<file path="config.mk">
export PLATFORM = sky130hd
export DESIGN_NAME = bf_sequencer
export DESIGN_NICKNAME = d
export VERILOG_FILES = /design/src/rtl/bf_sequencer.sv
export SDC_FILE = /design/constraint.sdc
export NUM_CORES = 1
export LEC_CHECK = 0
export ABC_AREA = 1
export CAP_MARGIN = 20
export CORE_MARGIN = 8
export CORE_UTILIZATION = 45
export CTS_CLUSTER_DIAMETER = 150
export CTS_CLUSTER_SIZE = 28
export DETAILED_ROUTE_END_ITERATION = 8
export GPL_ROUTABILITY_DRIVEN = 0
export PLACE_DENSITY_LB_ADDON = 0.2
export RECOVER_POWER = 25
export SLEW_MARGIN = 15
export SYNTH_ARGS = -nofsm -noshare
export SYNTH_HDL_FRONTEND = slang
export SYNTH_SLANG_ARGS = --single-unit
</file>
<file path="constraint.sdc">
create_clock -name CLK -period 5.2 [get_ports CLK]
set_input_delay 1.3 -clock CLK [delete_from_list [all_inputs] [get_ports CLK]]
set_output_delay 1.3 -clock CLK [all_outputs]
set_load 0.01 [all_outputs]
</file>
<file path="src/rtl/bf_sequencer.sv">
// bf_sequencer: single-clock BrainFuck instruction sequencer.
// Fetches one opcode per cycle from code memory, executes it against the data
// RAM and the input/output queues, and tracks loops with a bracket stack.
// Ports:
//   CLK, RST (sync active-high), START  - clock, reset, begin execution
//   cod_addr/cod_data                   - code RAM read port (pc)
//   dat_addr/dat_rdata/dat_wdata/dat_we - data RAM port (ptr)
//   in_valid/in_data/in_pop             - input queue head and pop strobe
//   out_full/out_data/out_push          - output queue push
//   busy/done/err                       - RUN|SKIP, HALT, ERR status
// Strobes and write data are combinational from state and inputs so an opcode
// retires in the same cycle it is fetched.
module bf_sequencer #(
  parameter int unsigned BITSIZE = 8,
  parameter int unsigned STKSIZE = 12,
  parameter int unsigned DADDLEN = 10,
  parameter int unsigned CADDLEN = 10
) (
  input  logic               CLK,
  input  logic               RST,
  input  logic               START,
  output logic [CADDLEN-1:0] cod_addr,
  input  logic [BITSIZE-1:0] cod_data,
  output logic [DADDLEN-1:0] dat_addr,
  input  logic [BITSIZE-1:0] dat_rdata,
  output logic [BITSIZE-1:0] dat_wdata,
  output logic               dat_we,
  input  logic               in_valid,
  input  logic [BITSIZE-1:0] in_data,
  output logic               in_pop,
  input  logic               out_full,
  output logic [BITSIZE-1:0] out_data,
  output logic               out_push,
  output logic               busy,
  output logic               done,
  output logic               err
);

  localparam int unsigned SPW  = $clog2(STKSIZE + 1);
  localparam int unsigned DEPW = CADDLEN + 1;

  localparam logic [BITSIZE-1:0] OP_INC   = BITSIZE'(8'h2B);
  localparam logic [BITSIZE-1:0] OP_DEC   = BITSIZE'(8'h2D);
  localparam logic [BITSIZE-1:0] OP_RIGHT = BITSIZE'(8'h3E);
  localparam logic [BITSIZE-1:0] OP_LEFT  = BITSIZE'(8'h3C);
  localparam logic [BITSIZE-1:0] OP_OUT   = BITSIZE'(8'h2E);
  localparam logic [BITSIZE-1:0] OP_IN    = BITSIZE'(8'h2C);
  localparam logic [BITSIZE-1:0] OP_OPEN  = BITSIZE'(8'h5B);
  localparam logic [BITSIZE-1:0] OP_CLOSE = BITSIZE'(8'h5D);
  localparam logic [BITSIZE-1:0] OP_END   = BITSIZE'(8'h00);

  typedef enum logic [2:0] {
    S_IDLE,
    S_RUN,
    S_SKIP,
    S_HALT,
    S_ERR
  } state_t;

  state_t             state, state_n;
  logic [CADDLEN-1:0] pc, pc_n;
  logic [DADDLEN-1:0] ptr, ptr_n;
  logic [SPW-1:0]     sp, sp_n;
  logic [DEPW-1:0]    depth, depth_n;
  logic               push;

  logic [CADDLEN-1:0] stack [STKSIZE];
  logic [SPW-1:0]     top_idx;
  logic [CADDLEN-1:0] top_pc;
  logic               pc_last;
  logic [CADDLEN-1:0] pc_inc;

  assign cod_addr = pc;
  assign dat_addr = ptr;
  assign busy     = (state == S_RUN) || (state == S_SKIP);
  assign done     = (state == S_HALT);
  assign err      = (state == S_ERR);

  // Top-of-stack index; clamped at sp==0 where the value is never used.
  assign top_idx = (sp == '0) ? '0 : sp - SPW'(1);
  assign top_pc  = stack[top_idx];
  assign pc_last = (pc == {CADDLEN{1'b1}});
  assign pc_inc  = pc + CADDLEN'(1);

  // State and pointer registers.
  always_ff @(posedge CLK) begin
    if (RST) begin
      state <= S_IDLE;
      pc    <= '0;
      ptr   <= '0;
      sp    <= '0;
      depth <= '0;
    end else begin
      state <= state_n;
      pc    <= pc_n;
      ptr   <= ptr_n;
      sp    <= sp_n;
      depth <= depth_n;
    end
  end

  // Bracket stack storage; only the sp register needs a reset.
  always_ff @(posedge CLK) begin
    if (push) begin
      stack[sp[SPW-1:0]] <= pc;
    end
  end

  // Next-state, decode and strobe logic.
  always_comb begin
    state_n   = state;
    pc_n      = pc;
    ptr_n     = ptr;
    sp_n      = sp;
    depth_n   = depth;
    push      = 1'b0;
    dat_we    = 1'b0;
    dat_wdata = '0;
    in_pop    = 1'b0;
    out_push  = 1'b0;
    out_data  = '0;

    unique case (state)
      S_IDLE, S_HALT, S_ERR: begin
        if (START) begin
          state_n = S_RUN;
          pc_n    = '0;
          ptr_n   = '0;
          sp_n    = '0;
          depth_n = '0;
        end
      end

      S_RUN: begin
        unique case (cod_data)
          OP_INC: begin
            dat_we    = 1'b1;
            dat_wdata = dat_rdata + BITSIZE'(1);
            if (pc_last) state_n = S_HALT; else pc_n = pc_inc;
          end
          OP_DEC: begin
            dat_we    = 1'b1;
            dat_wdata = dat_rdata - BITSIZE'(1);
            if (pc_last) state_n = S_HALT; else pc_n = pc_inc;
          end
          OP_RIGHT: begin
            ptr_n = ptr + DADDLEN'(1);
            if (pc_last) state_n = S_HALT; else pc_n = pc_inc;
          end
          OP_LEFT: begin
            ptr_n = ptr - DADDLEN'(1);
            if (pc_last) state_n = S_HALT; else pc_n = pc_inc;
          end
          OP_OUT: begin
            // Stall with no side effect while the output queue is full.
            if (!out_full) begin
              out_push = 1'b1;
              out_data = dat_rdata;
              if (pc_last) state_n = S_HALT; else pc_n = pc_inc;
            end
          end
          OP_IN: begin
            if (in_valid) begin
              in_pop    = 1'b1;
              dat_we    = 1'b1;
              dat_wdata = in_data;
              if (pc_last) state_n = S_HALT; else pc_n = pc_inc;
            end
          end
          OP_OPEN: begin
            if (dat_rdata != '0) begin
              if (sp == SPW'(STKSIZE)) begin
                state_n = S_ERR;
              end else begin
                push = 1'b1;
                sp_n = sp + SPW'(1);
                if (pc_last) state_n = S_HALT; else pc_n = pc_inc;
              end
            end else begin
              depth_n = DEPW'(1);
              if (pc_last) begin
                state_n = S_HALT;
              end else begin
                pc_n    = pc_inc;
                state_n = S_SKIP;
              end
            end
          end
          OP_CLOSE: begin
            if (sp == '0) begin
              state_n = S_ERR;
            end else if (dat_rdata != '0) begin
              // Jump straight to the first body opcode; no bubble.
              pc_n = top_pc + CADDLEN'(1);
            end else begin
              sp_n = sp - SPW'(1);
              if (pc_last) state_n = S_HALT; else pc_n = pc_inc;
            end
          end
          OP_END: begin
            state_n = S_HALT;
          end
          default: begin
            if (pc_last) state_n = S_HALT; else pc_n = pc_inc;
          end
        endcase
      end

      S_SKIP: begin
        unique case (cod_data)
          OP_OPEN: begin
            depth_n = depth + DEPW'(1);
            if (pc_last) state_n = S_HALT; else pc_n = pc_inc;
          end
          OP_CLOSE: begin
            depth_n = depth - DEPW'(1);
            if (pc_last) begin
              state_n = S_HALT;
            end else begin
              pc_n = pc_inc;
              if (depth == DEPW'(1)) state_n = S_RUN;
            end
          end
          OP_END: begin
            state_n = S_ERR;
          end
          default: begin
            if (pc_last) state_n = S_HALT; else pc_n = pc_inc;
          end
        endcase
      end

      default: begin
        state_n = S_IDLE;
      end
    endcase

    // Reset dominates: nothing retires in a cycle that is being reset.
    if (RST) begin
      push      = 1'b0;
      dat_we    = 1'b0;
      dat_wdata = '0;
      in_pop    = 1'b0;
      out_push  = 1'b0;
      out_data  = '0;
    end
  end

endmodule

</file>
==> flow_summary.yaml, run 1 <==
logic_synthesis:
  synth_top_cell_area_share_pct: 41.6
  synthAdderAreaFrac_pct: 3.78
  ys_types: 56
  seq_area_frac_synth_pct: 50.3
  synth_cells: 1013
  ys_top_cells_by_area: "edfxtp_1 (42%), nand2_1 (9.9%), dfxtp_1 (8.8%)"
  muxShareOfSynthArea_pct: 0
  syn_nets: 1067
  synth_top_area_cell: "edfxtp_1"
  synth_ff_type: "edfxtp_1"
  synth_most_common_cell: "nand2_1"
  yosys_warnings: 0
  synth-compound-area-share_pct: 11.2
  synthTopCellsByCount: "nand2_1 (228), edfxtp_1 (120), nand3_1 (110)"
  syn_area_sq_um: 8670
  async_reset_ff_share_pct: 0
  ys_ff_latch: 158
  synth-xor-area-share_pct: 1.41
  synthSimpleGateAreaFrac_pct: 26.1
  synth_area_per_cell_sq_um: 8.56
  synth_top_family_by_area: "simple AND/OR/NAND/NOR gates"
  synth-edff-count: 120
timing:
  clock.fmax_mhz: 200
  rsz0062_at_grt: "yes"
  hold_violations: 0
  period_share_pct: 96.2
  finalMaxSlewViolations: 0
  setup_violations: 0
  fin_tns_setup_ns: 0
  finClkSkew_ns: 0.00815
  setup_slack_ns: 0.197
  worstMarginPinSlew_ns: 0.773
  max-slew-margin-rel_pct: 48.4
  period_needed_ns: 5.00
grt:
  grt_pass1_wl_microns: 36300
  track_usage_pct: 19.2
  antenna_found_initial: 0
  grt_overflow: 0
  grt_max_degree: 64
  grt_pass1_vias: 6852
critical_path:
  cp_common_cell: "nor2_1"
  critical_path_required_ns: 3.90
  start_kind: "input port"
  r2r_setup_slack_ns: 1.54
  r2r-end: "cod_addr[8]$_SDFFE_PP0P_"
  worst-path-max-fanout: 3
  path_cells: "buf_6 -> or2_4 -> nor3_4 -> inv_2 -> nor2_4 -> ha_4 -> nand2_2 -> nand2_2 -> a21oi_2 -> nor2_2 -> nor2_1 -> nor2_1 -> nor2_1 -> nor2_1 -> nor2_1 -> o21bai_1 -> a21oi_1 -> o21ai_1 -> a21oi_1 -> buf_2"
  crit_type: "in -> out"
  cp.arrival_ns: 3.70
  crit_path_end: "dat_wdata[7]"
  critical_path.startpoint: "cod_data[6]"
  reg2reg_depth: 20
  max_stage_delay_ns: 0.25
  end_kind: "primary output"
  slowest_stage: "or2_4"
  r2r-start: "sp[0]$_SDFFE_PP0P_"
cts:
  cts-root-buf: "clkbuf_16"
  htree_levels: 4
  cts_tree: "built"
  clk_pin_slew_ns: 0.06
  clock_latency_ns: 0.43
  hold_buffers: 0
  cts.sinks: 158
  cts_buffer_depth: 2
  cts_buffers: 17
layout:
  drive_above_1_share_pct: 12.1
  fillers: 1727
  seq_area_sq_um: 4360
  area_delta_synth_final_pct: 20.1
  multi_input_area_sq_um: 3740
  final_cells: 1384
  fin_area_sq_um: 10400
  nets: 1165
  antennaDiodeCount: 0
floorplan:
  core-area_sq_um: 18800
  num_io_pins: 71
  die_h_microns: 155
  num_rows: 50
  fp.dieArea_sq_um: 24000
  initial_core_util_pct: 46.1
  die_w_microns: 155
route:
  drt_iter0_markers: 527
  dr_wl_met2_microns: 11200
  drt-met1-wl_microns: 10200
  detail-route-antenna-nets: 0
  routed_wl_microns: 22900
  avgViaCountPerCell: 5.31
  met3_length_microns: 1220
  wl_per_cell_microns: 16.5
  drc_errors: 0
  dr.pass1.iters: 5
  vias: 7346
  maxUsedRoutingLayer: "met4"
power:
  ir_worst_vdd_v: 0.000251
  power-per-cell-area_nw_per_um2: 349
  p_leak_nw: 4.22
  power.total_mw: 3.64
place:
  port_buffers: 70
  pre_cts_slack_ns: -0.669
  placedCellCount: 1350
  postPlaceCellArea_sq_um: 9800
  hpwl_microns: 15400
min_path:
  hp-class: "reg -> reg"
status:
  status: "complete, no violations"
job:
  cap_violations: 0
cell type report:
class	instances	share of cell area, %
clock inverter	15	1.23
multi-input combinational	712	35.9
timing repair buffer	113	9.76
clock buffer	17	4.09
inverter	109	3.95
tap	260	3.12
sequential	158	41.9
cells by family (layout without fill, tap and decap cells):
| logic type | count (synthesis) | in the layout |
|---|---|---|
| flops | 158 | 158 |
| xor+xnor | 14 | 14 |
| buf+inv | 143 | 254 |
| simple gates | 506 | 506 |
| compound gates | 167 | 167 |
| fa+ha+maj | 25 | 25 |
critical path, delay by kind of cell:
family                   cells  cell delay (ns)
AO/OA/AOI/OAI                5             0.60
adder cells (fa/ha/maj)      1             0.22
buffers and inverters        3             0.31
AND/OR/NAND/NOR             11             1.25
how the worst min path moves through the flow:
| stage | from | end | slack [ns] | cells after the start |
|---|---|---|---|---|
| 2_1_floorplan | depth[7]$_SDFFE_PP0P_ | depth[7]$_SDFFE_PP0P_ | 0.45 | 2 |
| 6_report | depth[7]$_SDFFE_PP0P_ | depth[7]$_SDFFE_PP0P_ | 0.47 | 2 |
| 3_5_place_dp | depth[7]$_SDFFE_PP0P_ | depth[7]$_SDFFE_PP0P_ | 0.47 | 2 |
| 4_1_cts | depth[7]$_SDFFE_PP0P_ | depth[7]$_SDFFE_PP0P_ | 0.48 | 2 |
| 5_1_grt | depth[7]$_SDFFE_PP0P_ | depth[7]$_SDFFE_PP0P_ | 0.51 | 2 |
| 3_3_place_gp | depth[7]$_SDFFE_PP0P_ | depth[7]$_SDFFE_PP0P_ | 0.46 | 2 |
registers in the layout, indices dropped and copies added, names as in the netlist:
register,flops
stack,120
depth,11
cod_addr,10
dat_addr,10
sp,4
state,3
report_power, final:
group	switching, mW	internal, mW
combinational	0.704	0.320
sequential	0.0496	1.38
clock	0.556	0.627
metrics by stage:
step / hold slack (ns) / utilization [%]
5_1_grt: 0.510 / 55.3
3_5_place_dp: 0.469 / 52.0
4_1_cts: 0.479 / 55.0
2_1_floorplan: 0.447 / -
6_report: 0.475 / 55.3
3_3_place_gp: 0.461 / 52.0
routing by layer:
layer / vias up / track usage, %
li1: 3641 / -
met1: 3453 / 24.7
met2: 223 / 32.6
met3: 29 / 3.51
met4: 0 / 5.51
met5: - / 0
cells in the final DEF (no fill, tap or decap), drive strengths merged, types with 38 or more instances in the layout:
cell,synthesis,routed
nand2,238,238
edfxtp,120,120
nor2,118,118
inv,108,115
nand3,113,113
a21oi,71,71
clkdlybuf4s50,0,58
o21ai,51,51
buf,25,45
dfxtp,38,38
repair_timing:
action                                  CTS  global route
pin swaps                                 0            15
setup buffers                             0             2
endpoints found under the setup margin    7             5
gates resized for setup                  19            22
Power figures use the tool's default switching activity.
==> run 2: changes to the inputs <==
--- a/config.mk
+++ b/config.mk
@@ -9,7 +9,7 @@
 export CAP_MARGIN = 20
 export CORE_MARGIN = 8
 export CORE_UTILIZATION = 45
-export CTS_CLUSTER_DIAMETER = 150
+export CTS_BUF_LIST = sky130_fd_sc_hd__clkbuf_8
 export CTS_CLUSTER_SIZE = 28
 export DETAILED_ROUTE_END_ITERATION = 8
 export GPL_ROUTABILITY_DRIVEN = 0
==> run 2 against run 1 <==
Cell area is 1.8% lower. Clock skew is 0.0073 ns higher. Via count is 0.57% lower. Utilization is 1.0 points lower. First-iteration DRC count is 8.7% lower. Clock power is 28% lower. Sequential power hardly changed. Non-clock buffer count stayed put. Largest cell class unchanged. Highest routed layer unchanged. Sequential share of layout area is 0.78 points higher. Critical path depth stayed put.
==> flow_summary.yaml, run 2 (synthesis results as in run 1) <==
layout:
  drive_above_1_share_pct: 12.1
  nets: 1165
  seq_area_sq_um: 4360
  fin_area_sq_um: 10200
  antennaDiodeCount: 0
  fillers: 1753
  layout_commonest_cell: "nand2_1"
  final_cells: 1384
  final_cell_mix: "nand2_1 (225), edfxtp_1 (120), nand3_1 (109)"
  largest_reg_flops: 120
  area_delta_synth_final_pct: 17.9
  multi_input_area_sq_um: 3740
floorplan:
  core-area_sq_um: 18800
  die_w_microns: 155
  die_h_microns: 155
  num_io_pins: 71
  fp.dieArea_sq_um: 24000
  initial_core_util_pct: 46.1
  num_rows: 50
route:
  avgViaCountPerCell: 5.28
  dr.pass1.iters: 5
  vias: 7304
  detail-route-antenna-nets: 0
  wl_per_cell_microns: 16.5
  drc_errors: 0
  drt_iter0_markers: 481
  routed_wl_microns: 22800
grt:
  grt_max_degree: 64
  track_usage_pct: 19.1
  grt_overflow: 0
  grt_pass1_vias: 6858
  antenna_found_initial: 0
  grt_pass1_wl_microns: 36100
critical_path:
  worst-path-max-fanout: 3
  start_kind: "input port"
  crit_type: "in -> out"
  cp.arrival_ns: 3.70
  critical_path_required_ns: 3.90
  end_kind: "primary output"
cts:
  htree_levels: 4
  cts_buffers: 17
  hold_buffers: 0
  cts-root-buf: "clkbuf_8"
  clk_pin_slew_ns: 0.09
  cts_buffer_depth: 2
  cts.sinks: 158
  clock_latency_ns: 0.45
  cts_tree: "built"
timing:
  max-slew-margin-rel_pct: 49.8
  period_needed_ns: 5.00
  finalMaxSlewViolations: 0
  clock.fmax_mhz: 200
  fin_tns_setup_ns: 0
  period_share_pct: 96.2
  setup_violations: 0
  hold_violations: 0
  worstMarginPinSlew_ns: 0.750
  finClkSkew_ns: 0.0155
  rsz0062_at_grt: "yes"
place:
  placedCellCount: 1350
  hpwl_microns: 15400
  postPlaceCellArea_sq_um: 9800
  port_buffers: 70
min_path:
  hp-class: "reg -> reg"
power:
  power-per-cell-area_nw_per_um2: 323
  ir_worst_vdd_v: 0.000177
  p_leak_nw: 4.13
job:
  cap_violations: 0
status:
  status: "complete, no violations"
[run 2: metal layers]
layer,vias to the layer above,share of wire (%),track usage (%)
met2,190,48,32.3
met1,3457,46,24.5
met4,0,1.3,5.60
met3,20,4.8,3.43
li1,3637,-,-
met5,-,0,0
[run 2: worst paths after layout]
kind         cells past startpoint                  endpoint  slack [ns]                  start
min reg2reg                      2     depth[7]$_SDFFE_PP0P_        0.48  depth[7]$_SDFFE_PP0P_
min                              2     depth[7]$_SDFFE_PP0P_        0.48  depth[7]$_SDFFE_PP0P_
max reg2reg                     20  cod_addr[8]$_SDFFE_PP0P_        1.52     sp[0]$_SDFFE_PP0P_
max                             20              dat_wdata[7]        0.20            cod_data[6]
[run 2: metrics by stage]
stage | utilization, % | setup slack (ns) | hold WS (ns) | power (mW)
2_1_floorplan | - | 0.119 | 0.447 | 2.23
3_3_place_gp | 52.0 | -0.637 | 0.461 | 2.46
3_5_place_dp | 52.0 | -0.669 | 0.469 | 2.47
4_1_cts | 54.0 | -0.0231 | 0.483 | 3.32
5_1_grt | 54.3 | -0.0582 | 0.514 | 3.49
6_report | 54.3 | 0.197 | 0.479 | 3.30
[run 2: worst max-delay path, stage by stage]
cell      delay [ns]
buf_6           0.09
or2_4           0.25
nor3_4          0.22
inv_2           0.07
nor2_4          0.17
ha_4            0.22
nand2_2         0.06
nand2_2         0.05
a21oi_2         0.16
nor2_2          0.06
nor2_1          0.10
nor2_1          0.05
nor2_1          0.12
nor2_1          0.07
nor2_1          0.10
o21bai_1        0.10
a21oi_1         0.14
o21ai_1         0.07
a21oi_1         0.13
buf_2           0.15
[run 2: cell type report]
type                       count  share of cell area [%]
tap                          260                    3.18
clock buffer                  17                    2.29
clock inverter                15                    1.25
multi-input combinational    712                    36.6
sequential                   158                    42.7
inverter                     109                    4.03
timing repair buffer         113                    9.94
[run 2: what timing repair did]
action,4_1_cts,5_1_grt
setup buffers,0,2
pin swaps,0,15
resized for setup,19,22
setup endpoints to repair,7,5
[run 2: power by group]
part | leakage (nW) | internal, mW | switching (mW) | total (mW)
registers | 1.41 | 1.38 | 0.0495 | 1.43
logic | 2.54 | 0.320 | 0.702 | 1.02
clock network | 0.180 | 0.346 | 0.508 | 0.854
